$ cat src/rtl/bus_if_pkg.sv
// Shared encodings and widths for the CPU bus interface: FSM states, active-low
// strobe levels, read/write polarity and the address/data field layout.
package bus_if_pkg;

  localparam int WORD_ADDR_W = 30;
  localparam int WORD_DATA_W = 32;
  localparam int SPM_ADDR_W  = 12;

  localparam int SLV_IDX_MSB = 29;
  localparam int SLV_IDX_LSB = 27;
  localparam int SLV_IDX_W   = SLV_IDX_MSB - SLV_IDX_LSB + 1;

  localparam logic ENABLE_  = 1'b0;
  localparam logic DISABLE_ = 1'b1;

  localparam logic READ  = 1'b1;
  localparam logic WRITE = 1'b0;

  typedef enum logic [1:0] {
    IDLE   = 2'd0,
    REQ    = 2'd1,
    ACCESS = 2'd2,
    STALL  = 2'd3
  } state_t;

endpackage

$ cat src/rtl/bus_if_if.sv
// Shared-bus signal bundle between the CPU bus interface (master) and the bus
// arbiter/slaves (slave). All strobes are active-low.
interface bus_if_if;
  import bus_if_pkg::*;

  logic                   bus_req_;
  logic                   bus_grnt_;
  logic [WORD_ADDR_W-1:0] bus_addr;
  logic                   bus_as_;
  logic                   bus_rw;
  logic [WORD_DATA_W-1:0] bus_wr_data;
  logic [WORD_DATA_W-1:0] bus_rd_data;
  logic                   bus_rdy_;

  modport master (
    output bus_req_, bus_addr, bus_as_, bus_rw, bus_wr_data,
    input  bus_grnt_, bus_rd_data, bus_rdy_
  );

  modport slave (
    input  bus_req_, bus_addr, bus_as_, bus_rw, bus_wr_data,
    output bus_grnt_, bus_rd_data, bus_rdy_
  );

endinterface

$ cat src/rtl/bus_if.sv
// CPU-side bus interface: routes accesses either to the local scratchpad
// (zero-wait, combinational) or to the shared bus through a request/grant FSM.
module bus_if
  import bus_if_pkg::*;
#(
  parameter logic [SLV_IDX_W-1:0] SPM_IDX = 3'b001
) (
  input  logic                   clk,
  input  logic                   reset_,
  input  logic                   stall,
  input  logic                   flush,
  output logic                   busy,
  input  logic [WORD_ADDR_W-1:0] addr,
  input  logic                   as_,
  input  logic                   rw,
  input  logic [WORD_DATA_W-1:0] wr_data,
  output logic [WORD_DATA_W-1:0] rd_data,
  input  logic [WORD_DATA_W-1:0] spm_rd_data,
  output logic [SPM_ADDR_W-1:0]  spm_addr,
  output logic                   spm_as_,
  output logic                   spm_rw,
  output logic [WORD_DATA_W-1:0] spm_wr_data,
  bus_if_if.master               bus
);

  state_t                 state;
  state_t                 next_state;
  logic [WORD_DATA_W-1:0] rd_buf;
  logic                   access;
  logic                   spm_hit;
  logic                   bus_done;

  assign access   = (state == IDLE) && !flush && (as_ == ENABLE_);
  assign spm_hit  = access && (addr[SLV_IDX_MSB:SLV_IDX_LSB] == SPM_IDX);
  assign bus_done = (state == ACCESS) && (bus.bus_rdy_ == ENABLE_);

  assign spm_addr    = addr[SPM_ADDR_W-1:0];
  assign spm_rw      = rw;
  assign spm_wr_data = wr_data;

  always_comb begin
    next_state = state;
    busy       = 1'b0;
    rd_data    = '0;
    spm_as_    = DISABLE_;
    case (state)
      IDLE: begin
        if (spm_hit) begin
          spm_as_ = ENABLE_;
          rd_data = spm_rd_data;
        end else if (access) begin
          busy       = 1'b1;
          next_state = REQ;
        end
      end
      REQ: begin
        busy = 1'b1;
        if (bus.bus_grnt_ == ENABLE_) next_state = ACCESS;
      end
      ACCESS: begin
        if (bus_done) begin
          rd_data    = bus.bus_rd_data;
          next_state = stall ? STALL : IDLE;
        end else begin
          busy = 1'b1;
        end
      end
      STALL: begin
        rd_data = rd_buf;
        // A flush discards the held result even while the pipeline is stalled.
        if (!stall || flush) next_state = IDLE;
      end
      default: next_state = IDLE;
    endcase
  end

  always_ff @(posedge clk or negedge reset_) begin
    if (!reset_) state <= IDLE;
    else         state <= next_state;
  end

  always_ff @(posedge clk or negedge reset_) begin
    if (!reset_) begin
      bus.bus_req_    <= DISABLE_;
      bus.bus_as_     <= DISABLE_;
      bus.bus_rw      <= READ;
      bus.bus_addr    <= '0;
      bus.bus_wr_data <= '0;
      rd_buf          <= '0;
    end else begin
      // Strobe is only ever a single-cycle pulse on the REQ->ACCESS edge.
      bus.bus_as_ <= ((state == REQ) && (bus.bus_grnt_ == ENABLE_)) ? ENABLE_ : DISABLE_;
      if (access && !spm_hit) begin
        bus.bus_req_    <= ENABLE_;
        bus.bus_addr    <= addr;
        bus.bus_rw      <= rw;
        bus.bus_wr_data <= wr_data;
      end
      if (bus_done) begin
        bus.bus_req_ <= DISABLE_;
        if (bus.bus_rw == READ) rd_buf <= bus.bus_rd_data;
      end
    end
  end

endmodule

$ cat src/flat_wrapper.sv
// flat-port wrapper written by rule: the top's interface ports become plain ports
module bus_if_flat import bus_if_pkg::*;
#(
  parameter logic [SLV_IDX_W-1:0] SPM_IDX = 3'b001
)
  (clk, reset_, stall, flush, busy, addr, as_, rw, wr_data, rd_data, spm_rd_data, spm_addr, spm_as_, spm_rw, spm_wr_data, bus_bus_req_, bus_bus_addr, bus_bus_as_, bus_bus_rw, bus_bus_wr_data, bus_bus_grnt_, bus_bus_rd_data, bus_bus_rdy_);
  bus_if_if bus_i ();
  input  logic clk;
  input  logic reset_;
  input  logic stall;
  input  logic flush;
  output logic busy;
  input  logic [WORD_ADDR_W-1:0] addr;
  input  logic as_;
  input  logic rw;
  input  logic [WORD_DATA_W-1:0] wr_data;
  output logic [WORD_DATA_W-1:0] rd_data;
  input  logic [WORD_DATA_W-1:0] spm_rd_data;
  output logic [SPM_ADDR_W-1:0] spm_addr;
  output logic spm_as_;
  output logic spm_rw;
  output logic [WORD_DATA_W-1:0] spm_wr_data;
  output wire logic [$bits(bus_i.bus_req_)-1:0] bus_bus_req_;
  output wire logic [$bits(bus_i.bus_addr)-1:0] bus_bus_addr;
  output wire logic [$bits(bus_i.bus_as_)-1:0] bus_bus_as_;
  output wire logic [$bits(bus_i.bus_rw)-1:0] bus_bus_rw;
  output wire logic [$bits(bus_i.bus_wr_data)-1:0] bus_bus_wr_data;
  input wire logic [$bits(bus_i.bus_grnt_)-1:0] bus_bus_grnt_;
  input wire logic [$bits(bus_i.bus_rd_data)-1:0] bus_bus_rd_data;
  input wire logic [$bits(bus_i.bus_rdy_)-1:0] bus_bus_rdy_;
  assign bus_bus_req_ = bus_i.bus_req_;
  assign bus_bus_addr = bus_i.bus_addr;
  assign bus_bus_as_ = bus_i.bus_as_;
  assign bus_bus_rw = bus_i.bus_rw;
  assign bus_bus_wr_data = bus_i.bus_wr_data;
  assign bus_i.bus_grnt_ = bus_bus_grnt_;
  assign bus_i.bus_rd_data = bus_bus_rd_data;
  assign bus_i.bus_rdy_ = bus_bus_rdy_;
  bus_if #(.SPM_IDX(SPM_IDX)) u_core (.clk(clk), .reset_(reset_), .stall(stall), .flush(flush), .busy(busy), .addr(addr), .as_(as_), .rw(rw), .wr_data(wr_data), .rd_data(rd_data), .spm_rd_data(spm_rd_data), .spm_addr(spm_addr), .spm_as_(spm_as_), .spm_rw(spm_rw), .spm_wr_data(spm_wr_data), .bus(bus_i));
endmodule
$ cat config.mk
export PLATFORM = sky130hd
export DESIGN_NAME = bus_if_flat
export DESIGN_NICKNAME = d
export VERILOG_FILES = /design/src/rtl/bus_if_pkg.sv /design/src/rtl/bus_if_if.sv /design/src/rtl/bus_if.sv /design/src/flat_wrapper.sv
export SDC_FILE = /design/constraint.sdc
export NUM_CORES = 1
export LEC_CHECK = 0
export CAP_MARGIN = 10
export CORE_ASPECT_RATIO = 1.4
export CORE_MARGIN = 2
export CORE_UTILIZATION = 30
export DETAILED_ROUTE_END_ITERATION = 10
export PLACE_DENSITY = 0.77
export SYNTH_ARGS = -nofsm -noshare
export SYNTH_HDL_FRONTEND = slang
export SYNTH_SLANG_ARGS = --single-unit
$ cat constraint.sdc
create_clock -name clk -period 2.6 [get_ports clk]
set_input_delay 0.78 -clock clk [delete_from_list [all_inputs] [get_ports clk]]
set_output_delay 0.78 -clock clk [all_outputs]
set_load 0.02 [all_outputs]
==> summary.md, run 1 <==
| Metric | Value |
|---|---|
| Avg Cell Area, Syn | 14.2 µm² |
| Pwr Total | 9.14 mW |
| Worst r2r src | u_core.state[1] |
| Initial Util | 30.6% |
| Initial DRC count | 166 |
| Post-synth EDFFs | 0 |
| Violated checks | negative setup slack |
| Static Leak | 3.73 nW |
| Die area | 18100 µm² |
| Worst skew pair latency | 340 ps |
| Final Slew Violations | 0 |
| Crit-path max FO | 8 |
| Area Growth Syn to Fin | 66.1% |
| Async SR Flop Fraction | 100% |
| First-pass GRT wire length | 22.3 mm |
| Setup violators final | 23 |
| Crit path launch | flush |
| Average wire per standard cell | 17.5 µm |
| VDD IR max | 505 µV |
| Worst Setup End Kind | output pin |
| Via count | 3908 |
| Syn Inst Count | 360 |
| Ranking of synthesized cells by area | dfrtp_1 47%, mux2_4 18%, a22o_1 10%, mux2_2 7.3%, buf_4 7.1% |
| Hold crit path type | input pin to asynchronous set/reset pin |
| Dominant cell type by area after synthesis | dfrtp_1 |
| Top FF cell, synth | dfrtp_1 |
| Area after DPL | 7990 µm² |
| CTS Sinks | 99 |
| Class of the most critical setup path | input pin to output pin |
| Post-Synthesis Cell Area | 5090 µm² |
| Die H | 158 µm |
| Synth top area share | 47.2% |
| # IOs | 278 |
| Syn Nets | 494 |
| Hold buffer count at cts | 0 |
| IO Port Bufs | 277 |
| Sequential fraction of the synthesis area | 48.7% |
| Status | complete, but fails checks |
| Cell count after placement | 815 |
| # nets final | 763 |
| Most numerous cell in the Yosys netlist | dfrtp_1 |
| Core region area | 16700 µm² |
| Max Cap Violations | 0 |
| Row count | 56 |
| Num CTS Buffers | 9 |
| H-tree depth | 3 |
| Slew at the pin with the worst max-slew slack | 495 ps |
| WL final | 14.6 mm |
| Clock tree buffer depth | 2 |
| YS warnings | 0 |
| Yosys reg bits | 99 |
| Slew margin rel. | 66.9% |
| Post-Layout Cell Count | 837 |
| Post-route antenna net violation count | 0 |
| Hold Fails Final Rpt | 0 |
| TritonCTS clock tree | built |
| Worst Path Arrival | 1870 ps |
| Layout Skew | 12.6 ps |
| Fin worst setup slack | -49.4 ps |
| Number of global-route vias before repair | 4241 |
| Drt first pass iters | 4 |
| Synth unique cells | 29 |
| Final core occ | 50.8% |
| GRT overflow | 0 |
| Initial antenna violation count | 0 |
| Share of cells above drive strength 1 | 34.1% |
| DP HPWL | 10.6 mm |
| Post-route DRC | 0 |
| Power Dens Cells | 1080 nW/µm² |
| Final instance area | 8460 µm² |
| Routed vias/inst | 4.67 |
| Achievable Freq | 377 MHz |
| Largest net degree at the start of global routing | 55 |
| Crit path time final | 2650 ps |
| Root Buffer | clkbuf_16 |
| Routability cong. | 0.728 |
| Synth top cells by count | 96 x dfrtp_1, 60 x mux2_4, 58 x a22o_1 |
| Total GRT Usage | 15.8% |
| Setup TNS | -584 ps |
| Final Cycle Share | 102% |
| Worst-path clk slew | 70 ps |
| Crit start category | input pin |
| RSZ-0062 raised after global routing | true |
| Die W | 114 µm |
| CP required | 1820 ps |
| N_diodes | 0 |
final cells by class:
class / count / area [µm²]
clock buffers: 12 / 236
multi-input cells: 186 / 2120
flip-flops and latches: 99 / 2480
inverters: 3 / 11.3
fillers: 1418 / 8210
well taps: 203 / 254
repair buffers: 330 / 3310
clock inverters: 4 / 52.6
critical path, cell delays in order:
cell	delay [ps]
buf_6	100
nor4_4	230
and2_4	220
buf_6	130
buf_16	130
a22o_1	150
buf_6	120
final timing paths:
kind | endpoint | slack [ps] | cells past startpoint
worst min-delay path | u_core.rd_buf[30] | 320 | 1
worst min register to register | u_core.rd_buf[7] | 500 | 1
max in group asynchronous | u_core.bus.bus_as_ | 1600 | 2
worst max register to register | u_core.bus.bus_wr_data[17] | 720 | 5
worst max-delay path | rd_data[2] | -50 | 7
min in group clk | u_core.rd_buf[7] | 500 | 1
metrics by stage:
stage / hold WS [ps] / worst slack, ps
2_1_floorplan: 459 / 13.8
3_5_place_dp: 483 / -1110
3_3_place_gp: 475 / -1080
5_1_grt: 318 / -115
4_1_cts: 313 / -129
6_report: 317 / -49.4
cells by family after synthesis:
group | after synthesis | share of synthesized area [%]
flops | 99 | 48.7
compound gates | 72 | 11.8
mux | 94 | 25.2
simple gates | 20 | 2.85
buf+inv | 75 | 11.4
registers in the layout, summed over array words and instances, names as in the netlist:
register and cells:
u_core.bus.bus_addr 30, u_core.rd_buf 32, u_core.bus.bus_rw 1, u_core.bus.bus_req_ 1, u_core.bus.bus_wr_data 32, u_core.state 2
u_core.bus.bus_as_ 1
cell usage in the layout, fill, tap and decap left out, drive strengths merged:
master / n
clkdlybuf4s50: 190
dfrtp: 96
mux2: 94
buf: 93
a22o: 58
dlygate4sd2: 46
clkbuf: 12
a21oi: 5
clkinvlp: 3
dfstp: 3
o2bb2ai: 3
nor2: 3
inv: 3
and2: 3
nor4bb: 3
nand2b: 2
nand2: 2
o21ai: 2
a21o: 2
nor3b: 2
nor2b: 2
nor4: 1
o31a: 1
or2b: 1
and3b: 1
o221ai: 1
bufinv: 1
clkdlybuf4s15: 1
layer usage:
layer | global-route usage (%) | vias to the layer above | routed length, µm
met1 | 17.4 | 1898 | 5560
met2 | 29.1 | 190 | 7860
met3 | 4.33 | 15 | 1020
met5 | 0 | - | 0
met4 | 5.11 | 0 | 195
li1 | - | 1805 | -
repair_timing:
item                                    CTS  global route
cloned                                    4             0
pin swaps                                35             4
endpoints found under the setup margin   79            34
setup buffers                             5             0
resized for setup                       292            14
where the power goes:
group / switching (mW) / leakage [nW] / internal (mW) / total (mW)
clock: 0.565 / 0.129 / 0.748 / 1.31
combinational: 2.17 / 2.42 / 2.84 / 5.02
sequential: 0.470 / 1.18 / 2.34 / 2.81
total: 3.21 / 3.73 / 5.93 / 9.14
Note: power is estimated with default switching activity, not from simulation.
==> run 2: changes to the inputs <==
REMOVE_ABC_BUFFERS = 1   (was default)
clock period = 3.3 ns   (was 2.6 ns; I/O delays follow)
==> run 2 against run 1 <==
The flow now finishes without violations; global-route usage is 0.88 points higher; hold slack better by 180 ps; sequential share of layout area is 1.2 points higher; via count is 1.6% lower; highest routed layer unchanged; worst setup slack better by 110 ps; total power is 23% lower; combinational power is 25% lower; flip-flop and latch count stayed put; critical path depth stayed put; wire length is 5.5% higher; largest cell class unchanged; sequential power is 21% lower.
==> summary.md, run 2 (synthesized netlist as in run 1, its figures left out) <==
| Metric | Value |
|---|---|
| Routed vias/inst | 4.76 |
| Crit path largest cell delay | 250 ps |
| CTS Sinks | 99 |
| Routability cong. | 0.788 |
| Average wire per standard cell | 19.1 µm |
| Initial Util | 30.6% |
| Final Cycle Share | 98.1% |
| Delay-heaviest family, CP | buffers and inverters |
| # IOs | 278 |
| Initial antenna violation count | 1 |
| Die area | 18100 µm² |
| WP buf/inv | 4 |
| Area Growth Syn to Fin | 59.3% |
| Crit path time final | 3240 ps |
| FF-to-FF End | u_core.rd_buf[23] |
| Setup violators final | 0 |
| Slew at the pin with the worst max-slew slack | 550 ps |
| Initial DRC count | 100 |
| Via count | 3847 |
| Fill cell count | 1467 |
| VDD IR max | 492 µV |
| Worst Path Arrival | 2250 ps |
| First-pass GRT wire length | 22.9 mm |
| Clock tree buffer depth | 2 |
| Max Cap Violations | 0 |
| Largest regs | u_core.bus.bus_wr_data: 32 flops, u_core.rd_buf: 32 flops, u_core.bus.bus_addr: 30 flops |
| Core region area | 16700 µm² |
| WL final | 15.4 mm |
| H-tree depth | 3 |
| Post-route antenna net violation count | 0 |
| Area after DPL | 7730 µm² |
| Worst r2r src | u_core.state[1] |
| Die H | 158 µm |
| Status | finished, final reports clean |
| Hold depth | 1 |
| Setup TNS | 0 ps |
| Largest net degree at the start of global routing | 61 |
| Most frequent cells in the layout | 236 x clkdlybuf4s50_1, 96 x dfrtp_1, 60 x mux2_4, 58 x a22o_1, 33 x mux2_2 |
| Number of cells on the worst reg-to-reg path | 5 |
| Achievable Freq | 309 MHz |
| Layout Skew | 13.3 ps |
| Post-route DRC | 0 |
| Hold Fails Final Rpt | 0 |
| Drt first pass iters | 4 |
| Hold crit path type | flop to flop |
| R2R setup slack | 1290 ps |
| Static Leak | 3.50 nW |
| Cell count after placement | 783 |
| Share of cells above drive strength 1 | 29.1% |
| TritonCTS clock tree | built |
| Worst hold start | u_core.rd_buf[7] |
| Worst Setup End Kind | output pin |
| Row count | 56 |
| Most common cell after layout, fill and taps aside | clkdlybuf4s50_1 |
| Number of global-route vias before repair | 4257 |
| Crit start category | input pin |
| GRT overflow | 0 |
| Footprint of the multi-input gates | 2060 µm² |
| Post-Layout Cell Count | 808 |
| Worst skew pair latency | 340 ps |
| Worst Hold End | u_core.rd_buf[7] |
| Crit-path max FO | 8 |
| Die W | 114 µm |
| Reg area | 2480 µm² |
| Final Slew Violations | 0 |
| Crit-path cells | dlygate4sd2_1 -> nor3b_4 -> and2_4 -> buf_12 -> buf_16 -> a22o_1 -> buf_4 |
| IO Port Bufs | 277 |
| Worst-path clk slew | 60 ps |
| CP required | 2310 ps |
| # nets final | 733 |
| Num CTS Buffers | 9 |
| Final instance area | 8120 µm² |
| Total GRT Usage | 16.7% |
| RSZ-0062 raised after global routing | false |
| Worst path slowest cell | dlygate4sd2_1 |
| Power Dens Cells | 867 nW/µm² |
| Slew margin rel. | 63.3% |
| DP HPWL | 11.1 mm |
| Root Buffer | clkbuf_16 |
| Class of the most critical setup path | input pin to output pin |
[run 2: changes by cell type in the layout (fill, tap and decap cells not counted), sizes merged]
cell,previous run,this run
bufbuf,0,1
buf,93,56
clkinvlp,3,0
clkinv,0,3
dlygate4sd2,46,4
clkdlybuf4s15,1,2
inv,3,7
clkdlybuf4s50,190,236
clkbuf,12,10
bufinv,1,0
diode,0,1
[run 2: cell type report]
type | count | area share (%)
timing repair buffer | 300 | 37.1
sequential | 99 | 30.6
multi-input combinational | 186 | 25.4
tap | 203 | 3.13
clock buffer | 9 | 2.77
clock inverter | 7 | 0.894
inverter | 3 | 0.139
antenna | 1 | 0.0308
[run 2: power by group]
part | switching, mW | leakage [nW] | total (mW) | internal, mW
logic | 1.68 | 2.18 | 3.79 | 2.11
registers | 0.372 | 1.18 | 2.21 | 1.84
clock network | 0.504 | 0.147 | 1.04 | 0.535
[run 2: worst max-delay path by stage]
| stage | from | endpoint | slack (ps) | cells after the start |
|---|---|---|---|---|
| 6_report | addr[27] | rd_data[7] | 60 | 7 |
| 5_1_grt | addr[28] | rd_data[17] | 20 | 7 |
| 4_1_cts | as_ | rd_data[22] | 20 | 7 |
| 3_5_place_dp | addr[27] | rd_data[22] | -740 | 6 |
| 3_3_place_gp | addr[27] | rd_data[0] | -670 | 6 |
| 2_1_floorplan | flush | u_core.bus.bus_addr[0] | -2870 | 3 |
[run 2: what timing repair did]
| action | 4_1_cts | 5_1_grt |
|---|---|---|
| resized for setup | 172 | 5 |
| hold buffers | 0 | 0 |
| endpoints found under the hold margin | 0 | 0 |
| pin swaps | 4 | 5 |
| endpoints found under the setup margin | 34 | 34 |
| setup buffers | 4 | 0 |
| cloned | 4 | 0 |
[run 2: per-stage QoR]
step                      hold WS [ps]  setup WS [ps]  total power, mW  util (%)
after floorplan                    459          -2870             4.26         -
after global placement             471           -670             5.96      46.4
after detailed placement           486           -737             6.06      46.4
after CTS                          502           16.5             7.12      48.7
after global routing               524           16.2             7.40      48.7
final                              500           61.1             7.03      48.7
[run 2: per-layer routing]
metal  up-vias  routed length (µm)  part of all wire [%]  GRT usage, %
met3        17                1200                   7.7          5.05
met2       194                8030                    52          30.0
li1       1747                   -                     -             -
met5         -                   0                     0             0
met1      1889                5950                    39          18.5
met4         0                 264                   1.7          5.75
